**src/rtl/ball_ctl.sv**
```systemverilog
// Ball position/velocity controller for a two-player volley game, stepped once per frame tick.
// Define BALL_CTL_GRAVITY_EN to add gravity to the vertical velocity during flight.
module ball_ctl (
    input  logic              pclk,
    input  logic              rst,
    input  logic              vblnk,
    input  logic              start,
    input  logic              serve_side,
    input  logic              pl1_col,
    input  logic              pl2_col,
    input  logic              net_col,
    output logic [11:0]       xpos,
    output logic [11:0]       ypos,
    output logic signed [7:0] vx,
    output logic signed [7:0] vy,
    output logic [1:0]        state,
    output logic              pl1_point,
    output logic              pl2_point
);
    localparam int unsigned POS_W  = 12;
    localparam int unsigned V_W    = 8;
    localparam int unsigned VS_W   = V_W + 1;
    localparam int unsigned CAND_W = 13;

    localparam int unsigned SCREEN_W    = 800;
    localparam int unsigned GROUND_Y    = 550;
    localparam int unsigned NET_X       = 400;
    localparam int unsigned BALL_SIZE   = 64;
    localparam int unsigned PL1_SERVE_X = 168;
    localparam int unsigned PL2_SERVE_X = 568;
    localparam int unsigned SERVE_Y     = 100;
    localparam int unsigned BOUNCE_V    = 12;
    localparam int unsigned VX_HIT      = 4;
    localparam int unsigned VMAX        = 15;
    localparam int unsigned SCORE_HOLD  = 60;
    localparam int unsigned CNT_W       = $clog2(SCORE_HOLD);

    localparam int unsigned X_MAX = SCREEN_W - BALL_SIZE;
    localparam int unsigned Y_GND = GROUND_Y - BALL_SIZE;

    localparam logic [POS_W-1:0] PL1_X   = POS_W'(PL1_SERVE_X);
    localparam logic [POS_W-1:0] PL2_X   = POS_W'(PL2_SERVE_X);
    localparam logic [POS_W-1:0] SRV_Y   = POS_W'(SERVE_Y);
    localparam logic [POS_W-1:0] X_MAX_P = POS_W'(X_MAX);
    localparam logic [POS_W-1:0] Y_GND_P = POS_W'(Y_GND);

    localparam logic signed [CAND_W-1:0] X_MAX_S = $signed(CAND_W'(X_MAX));
    localparam logic signed [CAND_W-1:0] Y_GND_S = $signed(CAND_W'(Y_GND));
    localparam logic signed [CAND_W-1:0] HALF_S  = $signed(CAND_W'(BALL_SIZE / 2));
    localparam logic signed [CAND_W-1:0] NET_S   = $signed(CAND_W'(NET_X));

    localparam logic signed [V_W-1:0]  VX_HIT_S = $signed(V_W'(VX_HIT));
    localparam logic signed [V_W-1:0]  BOUNCE_S = $signed(V_W'(BOUNCE_V));
    localparam logic signed [VS_W-1:0] VMAX_S   = $signed(VS_W'(VMAX));
`ifdef BALL_CTL_GRAVITY_EN
    localparam int unsigned            GRAVITY  = 1;
    localparam logic signed [VS_W-1:0] GRAV_S   = $signed(VS_W'(GRAVITY));
`endif

    typedef enum logic [1:0] {
        IDLE   = 2'd0,
        SERVE  = 2'd1,
        FLIGHT = 2'd2,
        SCORE  = 2'd3
    } state_t;

    state_t                   st_q, st_d;
    logic                     vblnk_q;
    logic                     tick_c;
    logic                     c1_q, c2_q, cn_q;
    logic                     side_q, side_d;
    logic [CNT_W-1:0]         cnt_q, cnt_d;
    logic [POS_W-1:0]         xpos_d, ypos_d;
    logic signed [V_W-1:0]    vx_d, vy_d;
    logic                     pl1_d, pl2_d;

    logic signed [V_W-1:0]    vx_sel, vy_sel, vx_wall, vy_ceil;
    logic signed [CAND_W-1:0] cx, cy, mid_x;
    logic [POS_W-1:0]         x_clamp, y_clamp;
    logic                     hit_wall, hit_ceil, landed;
    logic signed [VS_W-1:0]   vx_ext, vy_ext;
    logic signed [V_W-1:0]    vx_sat, vy_sat;

    function automatic logic signed [V_W-1:0] sat_v(input logic signed [VS_W-1:0] v);
        if (v > VMAX_S)
            return V_W'(VMAX_S);
        else if (v < -VMAX_S)
            return V_W'(-VMAX_S);
        else
            return V_W'(v);
    endfunction

    assign tick_c = vblnk & ~vblnk_q;
    assign state  = st_q;

    // Per-frame physics step: velocity select, candidate move, walls/ceiling, saturation.
    always_comb begin
        vx_sel = vx;
        vy_sel = vy;
        if (c1_q) begin
            vx_sel = VX_HIT_S;
            vy_sel = -BOUNCE_S;
        end else if (c2_q) begin
            vx_sel = -VX_HIT_S;
            vy_sel = -BOUNCE_S;
        end else if (cn_q) begin
            vx_sel = -vx;
        end

        cx    = $signed({1'b0, xpos}) + $signed({{(CAND_W-V_W){vx_sel[V_W-1]}}, vx_sel});
        cy    = $signed({1'b0, ypos}) + $signed({{(CAND_W-V_W){vy_sel[V_W-1]}}, vy_sel});
        mid_x = cx + HALF_S;

        hit_wall = 1'b0;
        x_clamp  = POS_W'(cx);
        if (cx[CAND_W-1]) begin
            hit_wall = 1'b1;
            x_clamp  = '0;
        end else if (cx > X_MAX_S) begin
            hit_wall = 1'b1;
            x_clamp  = X_MAX_P;
        end

        hit_ceil = cy[CAND_W-1];
        y_clamp  = hit_ceil ? '0 : POS_W'(cy);

        landed  = !cy[CAND_W-1] && (cy >= Y_GND_S) && !c1_q && !c2_q;
        vx_wall = hit_wall ? -vx_sel : vx_sel;
        vy_ceil = hit_ceil ? -vy_sel : vy_sel;
        vx_ext  = $signed({vx_wall[V_W-1], vx_wall});
`ifdef BALL_CTL_GRAVITY_EN
        vy_ext  = $signed({vy_ceil[V_W-1], vy_ceil}) + GRAV_S;
`else
        vy_ext  = $signed({vy_ceil[V_W-1], vy_ceil});
`endif
        vx_sat  = sat_v(vx_ext);
        vy_sat  = sat_v(vy_ext);
    end

    // Next-state and registered-output logic.
    always_comb begin
        st_d   = st_q;
        xpos_d = xpos;
        ypos_d = ypos;
        vx_d   = vx;
        vy_d   = vy;
        side_d = side_q;
        cnt_d  = cnt_q;
        pl1_d  = 1'b0;
        pl2_d  = 1'b0;
        unique case (st_q)
            IDLE: begin
                if (start) begin
                    st_d   = SERVE;
                    side_d = serve_side;
                end
            end
            SERVE: begin
                if (tick_c) begin
                    xpos_d = side_q ? PL2_X : PL1_X;
                    ypos_d = SRV_Y;
                    vx_d   = '0;
                    vy_d   = '0;
                    st_d   = FLIGHT;
                end
            end
            FLIGHT: begin
                if (tick_c) begin
                    xpos_d = x_clamp;
                    if (landed) begin
                        st_d   = SCORE;
                        ypos_d = Y_GND_P;
                        vx_d   = '0;
                        vy_d   = '0;
                        cnt_d  = '0;
                        if (mid_x < NET_S) begin
                            pl2_d  = 1'b1;
                            side_d = 1'b1;
                        end else begin
                            pl1_d  = 1'b1;
                            side_d = 1'b0;
                        end
                    end else begin
                        ypos_d = y_clamp;
                        vx_d   = vx_sat;
                        vy_d   = vy_sat;
                    end
                end
            end
            SCORE: begin
                if (tick_c) begin
                    if (cnt_q == CNT_W'(SCORE_HOLD - 1)) begin
                        st_d  = SERVE;
                        cnt_d = '0;
                    end else begin
                        cnt_d = cnt_q + CNT_W'(1);
                    end
                end
            end
            default: st_d = IDLE;
        endcase
    end

    // State, datapath and sticky collision registers; collisions on the tick cycle start the next frame.
    always_ff @(posedge pclk) begin
        if (rst) begin
            st_q      <= IDLE;
            xpos      <= PL1_X;
            ypos      <= SRV_Y;
            vx        <= '0;
            vy        <= '0;
            side_q    <= 1'b0;
            cnt_q     <= '0;
            pl1_point <= 1'b0;
            pl2_point <= 1'b0;
            vblnk_q   <= 1'b0;
            c1_q      <= 1'b0;
            c2_q      <= 1'b0;
            cn_q      <= 1'b0;
        end else begin
            st_q      <= st_d;
            xpos      <= xpos_d;
            ypos      <= ypos_d;
            vx        <= vx_d;
            vy        <= vy_d;
            side_q    <= side_d;
            cnt_q     <= cnt_d;
            pl1_point <= pl1_d;
            pl2_point <= pl2_d;
            vblnk_q   <= vblnk;
            if (tick_c) begin
                c1_q <= pl1_col;
                c2_q <= pl2_col;
                cn_q <= net_col;
            end else begin
                c1_q <= c1_q | pl1_col;
                c2_q <= c2_q | pl2_col;
                cn_q <= cn_q | net_col;
            end
        end
    end

endmodule

```
**config.mk**
```make
export PLATFORM = sky130hd
export DESIGN_NAME = ball_ctl
export DESIGN_NICKNAME = d
export VERILOG_FILES = /design/src/rtl/ball_ctl.sv
export SDC_FILE = /design/constraint.sdc
export NUM_CORES = 1
export LEC_CHECK = 0
export ABC_AREA = 0
export CAP_MARGIN = 20
export CORE_MARGIN = 2
export CORE_UTILIZATION = 45
export DETAILED_ROUTE_END_ITERATION = 12
export PLACE_DENSITY = 0.67
export SLEW_MARGIN = 0
export SYNTH_ARGS = -nofsm -noshare
export SYNTH_HDL_FRONTEND = slang
export SYNTH_SLANG_ARGS = --single-unit
```
**constraint.sdc**
```tcl
create_clock -name pclk -period 10.9 [get_ports pclk]
set_input_delay 2.18 -clock pclk [delete_from_list [all_inputs] [get_ports pclk]]
set_output_delay 2.18 -clock pclk [all_outputs]
set_load 0.03 [all_outputs]
```
After elaboration in Yosys (flattened, before gate mapping)
Cells that the tools add are included.
Cells by class
  divide/modulo/power cells: 0
  reductions and logical operators: 15
  add/subtract/negate cells: 7
  multiplexer cells: 52
  bitwise operators: 8
  equality and inequality tests: 10
  order comparisons: 7
  shift-type cells: 0
  $mul: 0
Operators with widths (count)
  two-way mux 8 bit: 16
  two-way mux 12 bit: 8
  case mux 12 bit (2 select lines): 2
  case mux 8 bit (2 select lines): 2
  adder 13 x 8 -> 13 bit: 2
  two-way mux 6 bit: 4
  negation 8 bit: 3
  > comparator 8 x 5 -> 1 bit (second input constant): 2
  < comparator 8 x 5 -> 1 bit (second input constant): 2
  adder 13 x 7 -> 13 bit (second input constant): 1
  >= comparator 13 x 10 -> 1 bit (second input constant): 1
  > comparator 13 x 11 -> 1 bit (second input constant): 1
  < comparator 13 x 10 -> 1 bit (second input constant): 1
  two-way mux 2 bit: 6
  inequality test 2 bit (second input constant): 6
  case mux 6 bit (2 select lines): 1
  two-way mux 1 bit: 10
  two-way mux 10 bit: 1
  case mux 2 bit (4 select lines): 1
  AND reduction 4 bit: 2
  adder 6 x 1 -> 6 bit (second input constant): 1
  == test 6 bit (second input constant): 1
  AND reduction 6 bit: 1
  nonzero test 2 bit: 3
  other kinds (11): 21
Word-level totals
  memories: 0
  latch bits: 0
  register bits after elaboration: 55
  memory bits (writable): 0
  logic and storage cells: 112
  bits of input ports: 8
  output and inout port bits: 44
  ROM bits: 0

Longest topological paths before layout
Gate-level depths: netlist (run 1).
  word-level depth: 15
  gate-level depth with buffers: 20
  depth with buffers taken out: 18

Least setup slack after synthesis (run 1)
OpenSTA, ideal clock, no wires.
  path type: reg-to-reg
  start: register vx[0]
  end: register vx[2]
  period minus slack after synthesis: 4.575 ns
  data arrival time: 4.514 ns
  buffers on the path: 1
  required time: 10.840 ns
  path slack: 6.325 ns
  cell stages (with the launch flop): 18
  cell sequence: dfxtp_1 inv_1 ha_1 mux2_2 nand2_1 inv_1 ha_1 a211o_1 a2111o_1 and2_1 maj3_2 a22o_1 a221oi_4 and3_1 buf_4 mux2_1 nor3b_2 a221o_1
Between the ends
  cells in the longest elaborated chain, start to end: 15
  elaborated cells between the ends (all ways): 17
  classes of those cells: add/sub: 3; order compare: 3; mux: 11
RTL lines
  from (decl): RTL line 14  | output logic signed [7:0] vx,
  from (signal assigned): RTL line 224  | vx <= vx_d;
  negation 8 bit: RTL line 107  | vx_sel = -vx;
  two-way mux 8 bit *: RTL line 106  | end else if (cn_q) begin
  two-way mux 8 bit *: RTL line 103  | end else if (c2_q) begin
  two-way mux 8 bit *: RTL line 100  | if (c1_q) begin
  adder 13 x 8 -> 13 bit: RTL line 110  | cx = $signed({1'b0, xpos}) + $signed({{(CAND_W-V_W){vx_sel[V_W-1]}}, vx_sel});
  > comparator 13 x 11 -> 1 bit: RTL line 119  | end else if (cx > X_MAX_S) begin
  two-way mux 1 bit: RTL line 119
  two-way mux 1 bit: RTL line 116  | if (cx[CAND_W-1]) begin
  two-way mux 8 bit *: RTL line 128  | vx_wall = hit_wall ? -vx_sel : vx_sel;
  < comparator 8 x 5 -> 1 bit: RTL line 87  | else if (v < -VMAX_S)
  two-way mux 8 bit: RTL line 87
  two-way mux 8 bit *: RTL line 85  | if (v > VMAX_S)
  two-way mux 8 bit *: RTL line 170  | if (landed) begin
  two-way mux 8 bit *: RTL line 168  | if (tick_c) begin
  case mux 8 bit (2 select lines) *: RTL line 151  | unique case (st_q)
Every way passes the cells marked *; elsewhere a longest branch is shown, timed or not. The select of a mux whose other input is x is not followed.
A chain may end at the register's enable or synchronous reset.

Worst setup path after layout (run 1)
  start: register vx[0]
  end: register vx[0]
Same word-level chain as after synthesis.

==> results of run 1 <==
[logic make-up (layout without fill, tap and decap cells)]
group,after synthesis,count (layout),share of synthesized area [%]
xor+xnor,30,30,6.13
flops,55,55,25.7
buf+inv,46,91,4.14
fa+ha+maj,36,36,10.8
mux,10,10,2.42
compound gates,172,172,27.7
simple gates,197,197,23.1
[worst register-to-register path: stages, from the launching register on]
cell and delay [ps]:
dfxtp_1 380, inv_1 100, ha_1 200, or3b_2 480, a311oi_1 730, ha_1 420
nand3_1 130, o211ai_1 110, o32ai_1 360, o31ai_1 180, a31oi_1 230, xor2_1 600
and3_1 430, mux2_1 400, nor3b_2 250, a221o_1 140
[flip-flops by register name, summed over array words and instances, names as in the netlist]
register / cells
xpos: 12
ypos: 12
vx: 8
vy: 8
cnt_q: 6
state: 2
c1_q: 1
c2_q: 1
cn_q: 1
pl1_point: 1
pl2_point: 1
side_q: 1
vblnk_q: 1
[worst max path at each step]
stage | from | end | slack, ps | cells after the start
final | vx[0] | vx[0] | 5710 | 15
after global routing | vx[0] | vx[0] | 5260 | 15
after CTS | vx[0] | vx[2] | 5730 | 15
after detailed placement | vx[0] | vx[2] | 5780 | 15
after global placement | vx[0] | vx[2] | 5920 | 15
after floorplan | vx[0] | vx[2] | 6330 | 17
[cells in the mapped netlist (3+ instances only)]
master / instances / area share (%)
a211oi_1: 7 / 1.2
o21bai_1: 3 / 0.53
mux2i_1: 7 / 1.6
o2111ai_1: 4 / 0.82
o21ai_0: 28 / 3.3
and2_1: 4 / 0.58
o31ai_1: 7 / 1.2
a21oi_1: 42 / 4.9
nor2b_1: 10 / 1.5
a22oi_1: 10 / 1.8
a211o_1: 4 / 0.82
nand3_1: 10 / 1.2
inv_1: 26 / 2.3
nand4_1: 3 / 0.44
ha_1: 33 / 9.6
nand4b_1: 3 / 0.61
a2111oi_0: 3 / 0.61
o211ai_1: 10 / 1.8
or3b_2: 3 / 0.61
nand2b_1: 7 / 1.0
xnor2_1: 17 / 3.5
a2111o_1: 3 / 0.79
nor4_1: 3 / 0.44
nand3b_1: 4 / 0.70
clkbuf_1: 18 / 1.6
nor3_1: 9 / 1.1
a221o_1: 3 / 0.70
xor2_1: 13 / 2.7
or2_2: 8 / 1.2
o21a_1: 5 / 0.88
nand2_1: 47 / 4.1
a21o_1: 7 / 1.2
o311ai_0: 4 / 0.82
a22o_1: 5 / 1.0
a31oi_1: 10 / 1.5
dfxtp_1: 55 / 26
or3_1: 10 / 1.5
and3_1: 10 / 1.5
nor2_1: 57 / 5.0
[power by group through the flow]
stage,Combinational [uW],Clock [uW],Sequential (uW)
after floorplan,295,0,263
after global placement,413,0,243
after detailed placement,422,0,243
after CTS,424,167,239
after global routing,478,178,242
final,431,163,239
[layout make-up]
| class | count | area share (%) |
|---|---|---|
| Clock inverter | 2 | 1.18 |
| Timing Repair Buffer | 57 | 11.2 |
| Sequential cell | 55 | 21.7 |
| Inverter | 26 | 1.92 |
| Multi-Input combinational cell | 445 | 59.4 |
| Tap cell | 129 | 3.18 |
| Clock buffer | 6 | 1.43 |
[through the flow]
| step | area (sq um) | total power [uW] |
|---|---|---|
| global route | 5070 | 897 |
| finish | 5070 | 833 |
| detailed placement | 4930 | 665 |
| global placement | 4910 | 656 |
| CTS | 5060 | 830 |
| floorplan | 4290 | 558 |
[layer usage]
| layer | vias up | wire length [microns] | global-route usage (%) |
|---|---|---|---|
| li1 | 2103 | - | - |
| met1 | 1951 | 5520 | 33.4 |
| met2 | 125 | 5350 | 37.7 |
| met3 | 12 | 601 | 3.24 |
| met4 | 0 | 155 | 5.30 |
| met5 | - | 0 | 0 |
==> impl_metrics.csv, run 1 <==
group,metric,value,unit
hold_path,hold_depth,2,
flow_run,max_cap_viol_count,0,
synthesis,synthArstFlopShare,0,%
clock_network,root_buffer,"clkbuf_8",
synthesis,syn_area,4290,sq um
critical_path,cp-start-kind,"flip-flop",
global_route,grt_pass1_wl,19300,microns
global_route,grt.overflow.total,0,
synthesis,avgSynthCellArea,7.85,sq um
floorplanning,io-pin-count,52,
synthesis,synth_cells,546,
synthesis,synth.yosys.warnings,0,
hold_path,min-delay-start,"ypos[8]",
layout,multiInputGateArea,3010,sq um
clock_network,clkSinkCount,55,
layout,area_delta_synth_final,18.3,%
pwr,switching_power,353,uW
clock_network,clk_latency,310,ps
layout,final_core_utilization,54.9,%
layout,n_fill_cell,885,
timing,drv_slew,0,
place,port-buffer-count,51,
pwr,ir_drop,127,uV
floorplanning,core,9240,sq um
clock_network,cts_hold_buffers,0,
clock_network,cts.clk_slew.worst_paths,110,ps
clock_network,cts_max_level,2,
global_route,grt_usage,23.4,%
hold_path,hp-class,"reg2reg",
clock_network,cts_tree,"built",
clock_network,post-cts-setup-buffers,0,
synthesis,synth_edf_count,0,
critical_path,reg2reg_from,"vx[0]",
critical_path,crit_chain,"inv_1, ha_1, or3b_2, a311oi_1, ha_1, nand3_1, o211ai_1, o32ai_1, o31ai_1, a31oi_1, xor2_1, and3_1, mux2_1, nor3b_2, a221o_1",
floorplanning,initial_core_util,46.4,%
floorplanning,die_w,102,microns
layout,mostFrequentLayoutCell,"nor2_1",
synthesis,synth_ff_type,"dfxtp_1",
timing,fin_skew,16.1,ps
place,hpwl,8890,microns
timing,setup_viol,0,
global_route,antenna_found_initial,0,
global_route,grt_max_degree,35,
critical_path,r2r_cells,15,
place,place_ws,5780,ps
drt,routedWlPerCell,16.1,microns
drt,drt_iter0_drc,212,
layout,final_cell_mix,"nor2_1 (57), dfxtp_1 (55), clkdlybuf4s50_1 (51)",
timing,hold_viol,0,
critical_path,r2r_setup_slack,5710,ps
timing,rsz0062_at_grt,"false",
critical_path,crit_path_frequent_cell,"ha_1",
timing,setup_ws,5710,ps
timing,finalSetupTns,0,ps
pwr,p_int,480,uW
critical_path,critPathCaptureType,"flip-flop",
synthesis,ys_seq_area_share,25.7,%
pwr,power_density,164,nW/um^2
clock_network,ctsLongestPathBuffers,2,
drt,route.detailed.drc,0,
timing,fmax,0.193,GHz
critical_path,r2r_end,"vx[0]",
layout,nNetsFinal,633,
drt,first_pass_iters,5,
pwr,sequentialPowerShare,28.7,%
status,status,"completed",
global_route,grt_pass1_vias,3901,
critical_path,worst_path_dominant_cell_family,"compound AO/OA/AOI/OAI gates",
critical_path,path_max_fanout,11,
critical_path,crit_type,"reg2reg",
critical_path,path_buf_inv,1,
synthesis,synth_nets,589,
layout,final_cells,720,
layout,layout-drive-gt1-share,5.75,%
drt,drtAntennaViolNets,0,
pwr,switching_share,42.3,%
hold_path,min_to,"ypos[8]",
floorplanning,fp.dieArea,10300,sq um
timing,worst_pin_slew,852,ps
drt,viasPerCell,5.82,
critical_path,crit_path_top_delay_cell,"a311oi_1",
pwr,comb_power_share,51.8,%
critical_path,arrival,5460,ps
layout,diodes,0,
layout,ff_latch_area,1100,sq um
timing,slew_headroom,42.8,%
critical_path,required,11170,ps
clock_network,cts_buffers,5,
timing,min_period,5190,ps
drt,routed_wl,11600,microns
floorplanning,rows,35,
floorplanning,dieHeight,102,microns
pwr,static-leakage-power,0.00205,uW
place,dp.cells,711,
critical_path,crit_path_max_incr_delay,730,ps
place,gp_congestion,0.931,
timing,fin_crit_sh,47.6,%
clock_network,post_cts_resized,0,
pwr,clock_power_share,19.6,%
drt,vias,4191,
synthesis,ys_ff_latch,55,
timing,whs,470,ps
synthesis,synth_cell_types,65,
(Power assumes the default switching activity.)
==> inputs of run 2 (changes only) <==
==> constraint.sdc (replaced) <==
create_clock -name pclk -period 5.3 [get_ports pclk]
set_input_delay 1.06 -clock pclk [delete_from_list [all_inputs] [get_ports pclk]]
set_output_delay 1.06 -clock pclk [all_outputs]
set_load 0.03 [all_outputs]
==> run 2 against run 1 <==
Design area fell by 0.89%. Die area is the same. Sequential share of layout area grew 0.19 points. Via count up 1.6%. Clock-buffer cell count down 1. Global-route usage fell by 0.27 points. Setup slack worse by 5300 ps. Critical path depth up 1. Total power grew 94%. Final cell count is 0.14% higher.
==> impl_metrics.csv, run 2 (synthesized netlist as in run 1, its figures left out) <==
group,metric,value,unit
status,status,"completed",
clock_network,clk_latency,310,ps
pwr,ir_drop,297,uV
timing,whs,483,ps
critical_path,r2r_end,"vx[2]",
place,port-buffer-count,51,
global_route,met3_usage,2.76,%
floorplanning,dieHeight,102,microns
critical_path,r2r_cells,16,
global_route,grt_max_degree,26,
drt,drt_iter0_drc,270,
critical_path,cp-startpoint,"vx[0]",
clock_network,cts.clk_slew.worst_paths,100,ps
timing,setup_viol,0,
floorplanning,fp.dieArea,10300,sq um
place,dp.cells,714,
timing,slew_headroom,42.7,%
timing,worst_pin_slew,848,ps
global_route,grt-busiest-layer,"met2",
layout,final_cell_mix,"nor2_1 (57), dfxtp_1 (55), clkdlybuf4s50_1 (51)",
global_route,met1_usage,32.7,%
hold_path,min_to,"cnt_q[5]",
drt,routed_wl,11900,microns
timing,fin_skew,9.07,ps
floorplanning,initial_core_util,46.4,%
critical_path,r2r_setup_slack,460,ps
place,gp_congestion,0.922,
clock_network,ctsLongestPathBuffers,2,
critical_path,arrival,5100,ps
clock_network,root_buffer,"clkbuf_8",
drt,vias,4260,
layout,mostFrequentLayoutCell,"nor2_1",
timing,min_period,4840,ps
pwr,static-leakage-power,0.00203,uW
global_route,grt_pass1_wl,19200,microns
global_route,met2_usage,37.2,%
pwr,power_density,322,nW/um^2
floorplanning,io-pin-count,52,
global_route,grt.overflow.total,0,
timing,drv_slew,0,
drt,route.detailed.drc,0,
drt,drtAntennaViolNets,0,
critical_path,crit_path_max_incr_delay,460,ps
drt,first_pass_iters,5,
clock_network,cts_buffers,5,
timing,fin_crit_sh,91.3,%
pwr,power,1620,uW
layout,area_delta_synth_final,17.3,%
critical_path,path_max_fanout,8,
clock_network,cts_hold_buffers,0,
floorplanning,core,9240,sq um
clock_network,post_cts_resized,0,
hold_path,hp-class,"reg2reg",
place,hpwl,9030,microns
global_route,antenna_found_initial,0,
critical_path,required,5560,ps
global_route,grt_pass1_vias,3919,
drt,routedWlPerCell,16.5,microns
critical_path,reg2reg_from,"vx[0]",
layout,final_core_utilization,54.4,%
timing,hold_viol,0,
clock_network,post-cts-setup-buffers,0,
critical_path,crit_type,"reg2reg",
clock_network,cts_max_level,2,
clock_network,clkSinkCount,55,
timing,rsz0062_at_grt,"false",
critical_path,cp-start-kind,"flip-flop",
floorplanning,die_w,102,microns
drt,viasPerCell,5.91,
hold_path,hold_depth,1,
layout,layout_top_registers,"xpos: 12 flops, ypos: 12 flops",
critical_path,crit_path_top_delay_cell,"dfxtp_1",
hold_path,min-delay-start,"cnt_q[5]",
timing,fmax,0.207,GHz
flow_run,max_cap_viol_count,0,
layout,layout-drive-gt1-share,6.08,%
floorplanning,rows,35,
critical_path,crit_chain,"inv_1, ha_1, mux2_2, nand2_1, inv_1, ha_1, a211o_1, a2111o_1, and2_1, maj3_2, a22o_1, a221oi_4, and3_1, mux2_1, nor3b_2, a221o_1",
layout,diodes,0,
global_route,grt_usage,23.2,%
timing,finalSetupTns,0,ps
clock_network,cts_tree,"built",
layout,nNetsFinal,636,
layout,final_cells,721,
critical_path,critPathCaptureType,"flip-flop",
==> run 2: critical path: cells and delay by family, from the launching register on <==
family                     cells  cell delay, ps
AOI/OAI and AO/OA              5            1650
adders and majority gates      3             950
buffers and inverters          2             190
DFF                            1             460
muxes                          2             660
and+or+nand+nor                4             890
==> run 2: how the worst max path moves through the flow <==
stage	endpoint	cells after the start	slack [ps]
3_3_place_gp	vx[2]	16	660
3_5_place_dp	vx[2]	16	530
4_1_cts	vx[2]	16	480
2_1_floorplan	vx[2]	17	730
5_1_grt	vx[3]	16	170
6_report	vx[2]	16	460
==> run 2: layer usage <==
layer / up-vias / wire length [microns]
li1: 2111 / -
met5: - / 0
met1: 1981 / 5580
met4: 0 / 261
met3: 21 / 670
met2: 147 / 5370
==> run 2: layout make-up <==
cell class | count | area [sq um]
fill | 884 | 4210
inverter | 26 | 97.6
tap | 129 | 161
sequential | 55 | 1100
multi-input combinational | 445 | 3010
clock inverter | 1 | 7.51
timing repair buffer | 60 | 578
clock buffer | 5 | 68.8
==> run 2: report_power, final <==
part / internal [uW] / switching (uW) / total [uW] / leakage (uW)
Sequential: 448 / 41.5 / 490 / 0.000446
Combinational: 350 / 548 / 898 / 0.00155
Clock: 88.4 / 140 / 228 / 0.0000361
Total: 887 / 729 / 1620 / 0.00203
==> run 2: metrics by stage <==
stage	setup WS [ps]	cell area, sq um
6_report	461	5030
5_1_grt	174	5030
4_1_cts	482	5020
3_5_place_dp	525	4940
3_3_place_gp	661	4940
2_1_floorplan	725	4290
==> inputs of run 3 (changes only) <==
--- a/config.mk
+++ b/config.mk
@@ -5,7 +5,7 @@
 export SDC_FILE = /design/constraint.sdc
 export NUM_CORES = 1
 export LEC_CHECK = 0
-export ABC_AREA = 0
+export ABC_AREA = 1
 export CAP_MARGIN = 20
 export CORE_MARGIN = 2
 export CORE_UTILIZATION = 45
==> run 3 against run 2 <==
Synthesized cell count increased by 18%. Maximum frequency increased by 7.9%. Global-route usage decreased by 1.4 points. Design area grew 0.17%. Combinational power grew 19%. Total power increased by 19%. Sequential cell count did not move. Highest routed layer unchanged. First-iteration DRC count shrank 56%. Sequential power grew 4.1%.
==> impl_metrics.csv, run 3 <==
group,metric,value,unit
timing,slew_headroom,47.7,%
drt,viasPerCell,5.19,
floorplanning,die_w,101,microns
drt,route.detailed.drc,0,
synthesis,synth.yosys.warnings,0,
place,hpwl,8540,microns
clock_network,post_cts_resized,0,
clock_network,cts_buffers,5,
critical_path,crit_path_top_delay_cell,"nor2_1",
synthesis,ys_ff_latch,55,
critical_path,path_buf_inv,5,
synthesis,yosys-top-cells-area,"dfxtp_1 (26%), nand2_1 (14%), ha_1 (9.7%), inv_1 (6.9%), a21oi_1 (6.8%)",
global_route,grt_pass1_vias,3992,
pwr,comb_power_share,56.1,%
clock_network,cts_max_level,2,
layout,layout-drive-gt1-share,7.36,%
critical_path,cp-start-kind,"flip-flop",
critical_path,crit_path_frequent_cell,"nand2_1",
critical_path,r2r_cells,24,
layout,final_core_utilization,54.5,%
layout,final_cells,822,
critical_path,path_max_fanout,11,
critical_path,r2r_setup_slack,820,ps
place,place_ws,865,ps
drt,drtAntennaViolNets,0,
clock_network,cts.clk_slew.worst_paths,100,ps
pwr,p_int,1030,uW
synthesis,synthArstFlopShare,0,%
flow_run,max_cap_viol_count,0,
layout,mostFrequentLayoutCell,"nand2_1",
timing,fin_skew,3.84,ps
synthesis,synth_cell_types,46,
synthesis,synth_edf_count,0,
floorplanning,core,9240,sq um
timing,fin_crit_sh,84.6,%
critical_path,worst_path_dominant_cell_family,"simple AND/OR/NAND/NOR gates",
place,dp.cells,814,
layout,layout_top_registers,"xpos: 12 flops, ypos: 12 flops",
critical_path,crit_type,"reg2reg",
layout,nNetsFinal,735,
status,status,"completed",
drt,drt_iter0_drc,119,
timing,hold_viol,0,
synthesis,synth.top_cell.area_share,25.8,%
synthesis,synth_cells,642,
clock_network,ctsLongestPathBuffers,2,
critical_path,critPathCaptureType,"flip-flop",
layout,n_fill_cell,895,
drt,routedWlPerCell,13.3,microns
critical_path,required,5540,ps
clock_network,cts_hold_buffers,0,
drt,first_pass_iters,6,
global_route,grt_pass1_wl,18200,microns
hold_path,hp-class,"reg2reg",
place,port-buffer-count,51,
pwr,power,1920,uW
pwr,sequentialPowerShare,26.6,%
floorplanning,rows,35,
layout,area_delta_synth_final,17.9,%
synthesis,netlist_top_cells_count,"nand2_1 (164), inv_1 (78), a21oi_1 (58)",
pwr,clock_power_share,17.3,%
layout,diodes,0,
floorplanning,fp.dieArea,10300,sq um
timing,setup_viol,0,
synthesis,avgSynthCellArea,6.65,sq um
floorplanning,initial_core_util,46.2,%
timing,rsz0062_at_grt,"false",
clock_network,clk_latency,310,ps
synthesis,ys_seq_area_share,25.8,%
global_route,grt.overflow.total,0,
critical_path,arrival,4730,ps
synthesis,synth_ff_type,"dfxtp_1",
place,gp_congestion,0.942,
critical_path,reg2reg_from,"c1_q",
pwr,ir_drop,198,uV
global_route,grt_usage,21.8,%
critical_path,r2r_end,"ypos[11]",
timing,min_period,4480,ps
clock_network,post-cts-setup-buffers,0,
pwr,power_density,380,nW/um^2
hold_path,min_to,"xpos[11]",
clock_network,root_buffer,"clkbuf_8",
critical_path,crit_chain,"nor2_1, clkinv_1, nor2_1, inv_1, ha_1, a21oi_1, o21a_1, nand2_1, nand2_1, nand2_1, a21oi_2, inv_1, nand2_1, nand2_1, a21oi_2, nand2_1, nand2_4, inv_2, nand2_2, inv_1, nor2_1, nand2_1, or2_1, a21oi_1",
clock_network,cts_tree,"built",
synthesis,synth_area_leader_cell,"dfxtp_1",
timing,fmax,0.223,GHz
pwr,switching_share,46.5,%
timing,finalSetupTns,0,ps
global_route,antenna_found_initial,0,
hold_path,hold_depth,2,
timing,setup_ws,816,ps
hold_path,min-delay-start,"xpos[11]",
global_route,grt_max_degree,42,
synthesis,syn_area,4270,sq um
synthesis,synth.most_common_cell,"nand2_1",
drt,routed_wl,10900,microns
timing,drv_slew,0,
layout,final_cell_mix,"nand2_1 (164), inv_1 (78), a21oi_1 (58)",
floorplanning,dieHeight,101,microns
pwr,static-leakage-power,0.00221,uW
synthesis,synth_nets,685,
pwr,switching_power,890,uW
timing,worst_pin_slew,782,ps
drt,vias,4266,
critical_path,crit_path_max_incr_delay,590,ps
floorplanning,io-pin-count,52,
clock_network,clkSinkCount,55,
## run 3: kinds of logic after synthesis
family	synth area share [%]
AOI/OAI and AO/OA	15.7
xor gates and xnor gates	4.72
adders and majority gates	10.6
buffers and inverters	8.56
DFF	25.8
and+or+nand+nor	34.6
## run 3: tightest hold or removal path, stage by stage, from the launching register on
cell and delay (ps):
dfxtp_1 340, nand2_1 60, nor2_1 40
## run 3: final cells by class
| type | instances | area (sq um) | share of cell area (%) |
|---|---|---|---|
| tap | 129 | 161 | 3.21 |
| timing repair buffer | 53 | 526 | 10.4 |
| sequential | 55 | 1100 | 21.9 |
| clock buffer | 6 | 72.6 | 1.44 |
| inverter | 83 | 312 | 6.19 |
| multi-input combinational | 494 | 2800 | 55.7 |
| clock inverter | 2 | 60.1 | 1.19 |
## run 3: power groups by stage
stage	Combinational, uW	Clock (uW)	Sequential [uW]
after floorplan	749	0	583
after global placement	1060	0	519
after detailed placement	1070	0	519
after CTS	1070	341	510
after global routing	1210	358	517
final	1070	331	510
## run 3: per-stage QoR
| stage | hold WS (ps) | cell area [sq um] |
|---|---|---|
| after global routing | 502 | 5030 |
| after global placement | 466 | 4900 |
| after detailed placement | 460 | 4900 |
| final | 471 | 5030 |
| after floorplan | 461 | 4270 |
| after CTS | 475 | 5030 |
## run 3: per-layer routing
metal / wire length, microns / GRT usage [%] / part of all wire (%) / vias up
li1: - / - / - / 2209
met1: 5030 / 27.8 / 46 / 1964
met2: 5380 / 38.4 / 49 / 83
met3: 362 / 2.83 / 3.3 / 10
met4: 139 / 6.13 / 1.3 / 0
met5: 0 / 0 / 0 / -
## run 3: worst max path at each step
stage          from  cells past startpoint        to
2_1_floorplan  c1_q                     26     vy[0]
3_3_place_gp   c1_q                     24  ypos[11]
3_5_place_dp   c1_q                     24  ypos[11]
4_1_cts        c1_q                     24  ypos[11]
5_1_grt        c1_q                     24  ypos[11]
6_report       c1_q                     24  ypos[11]
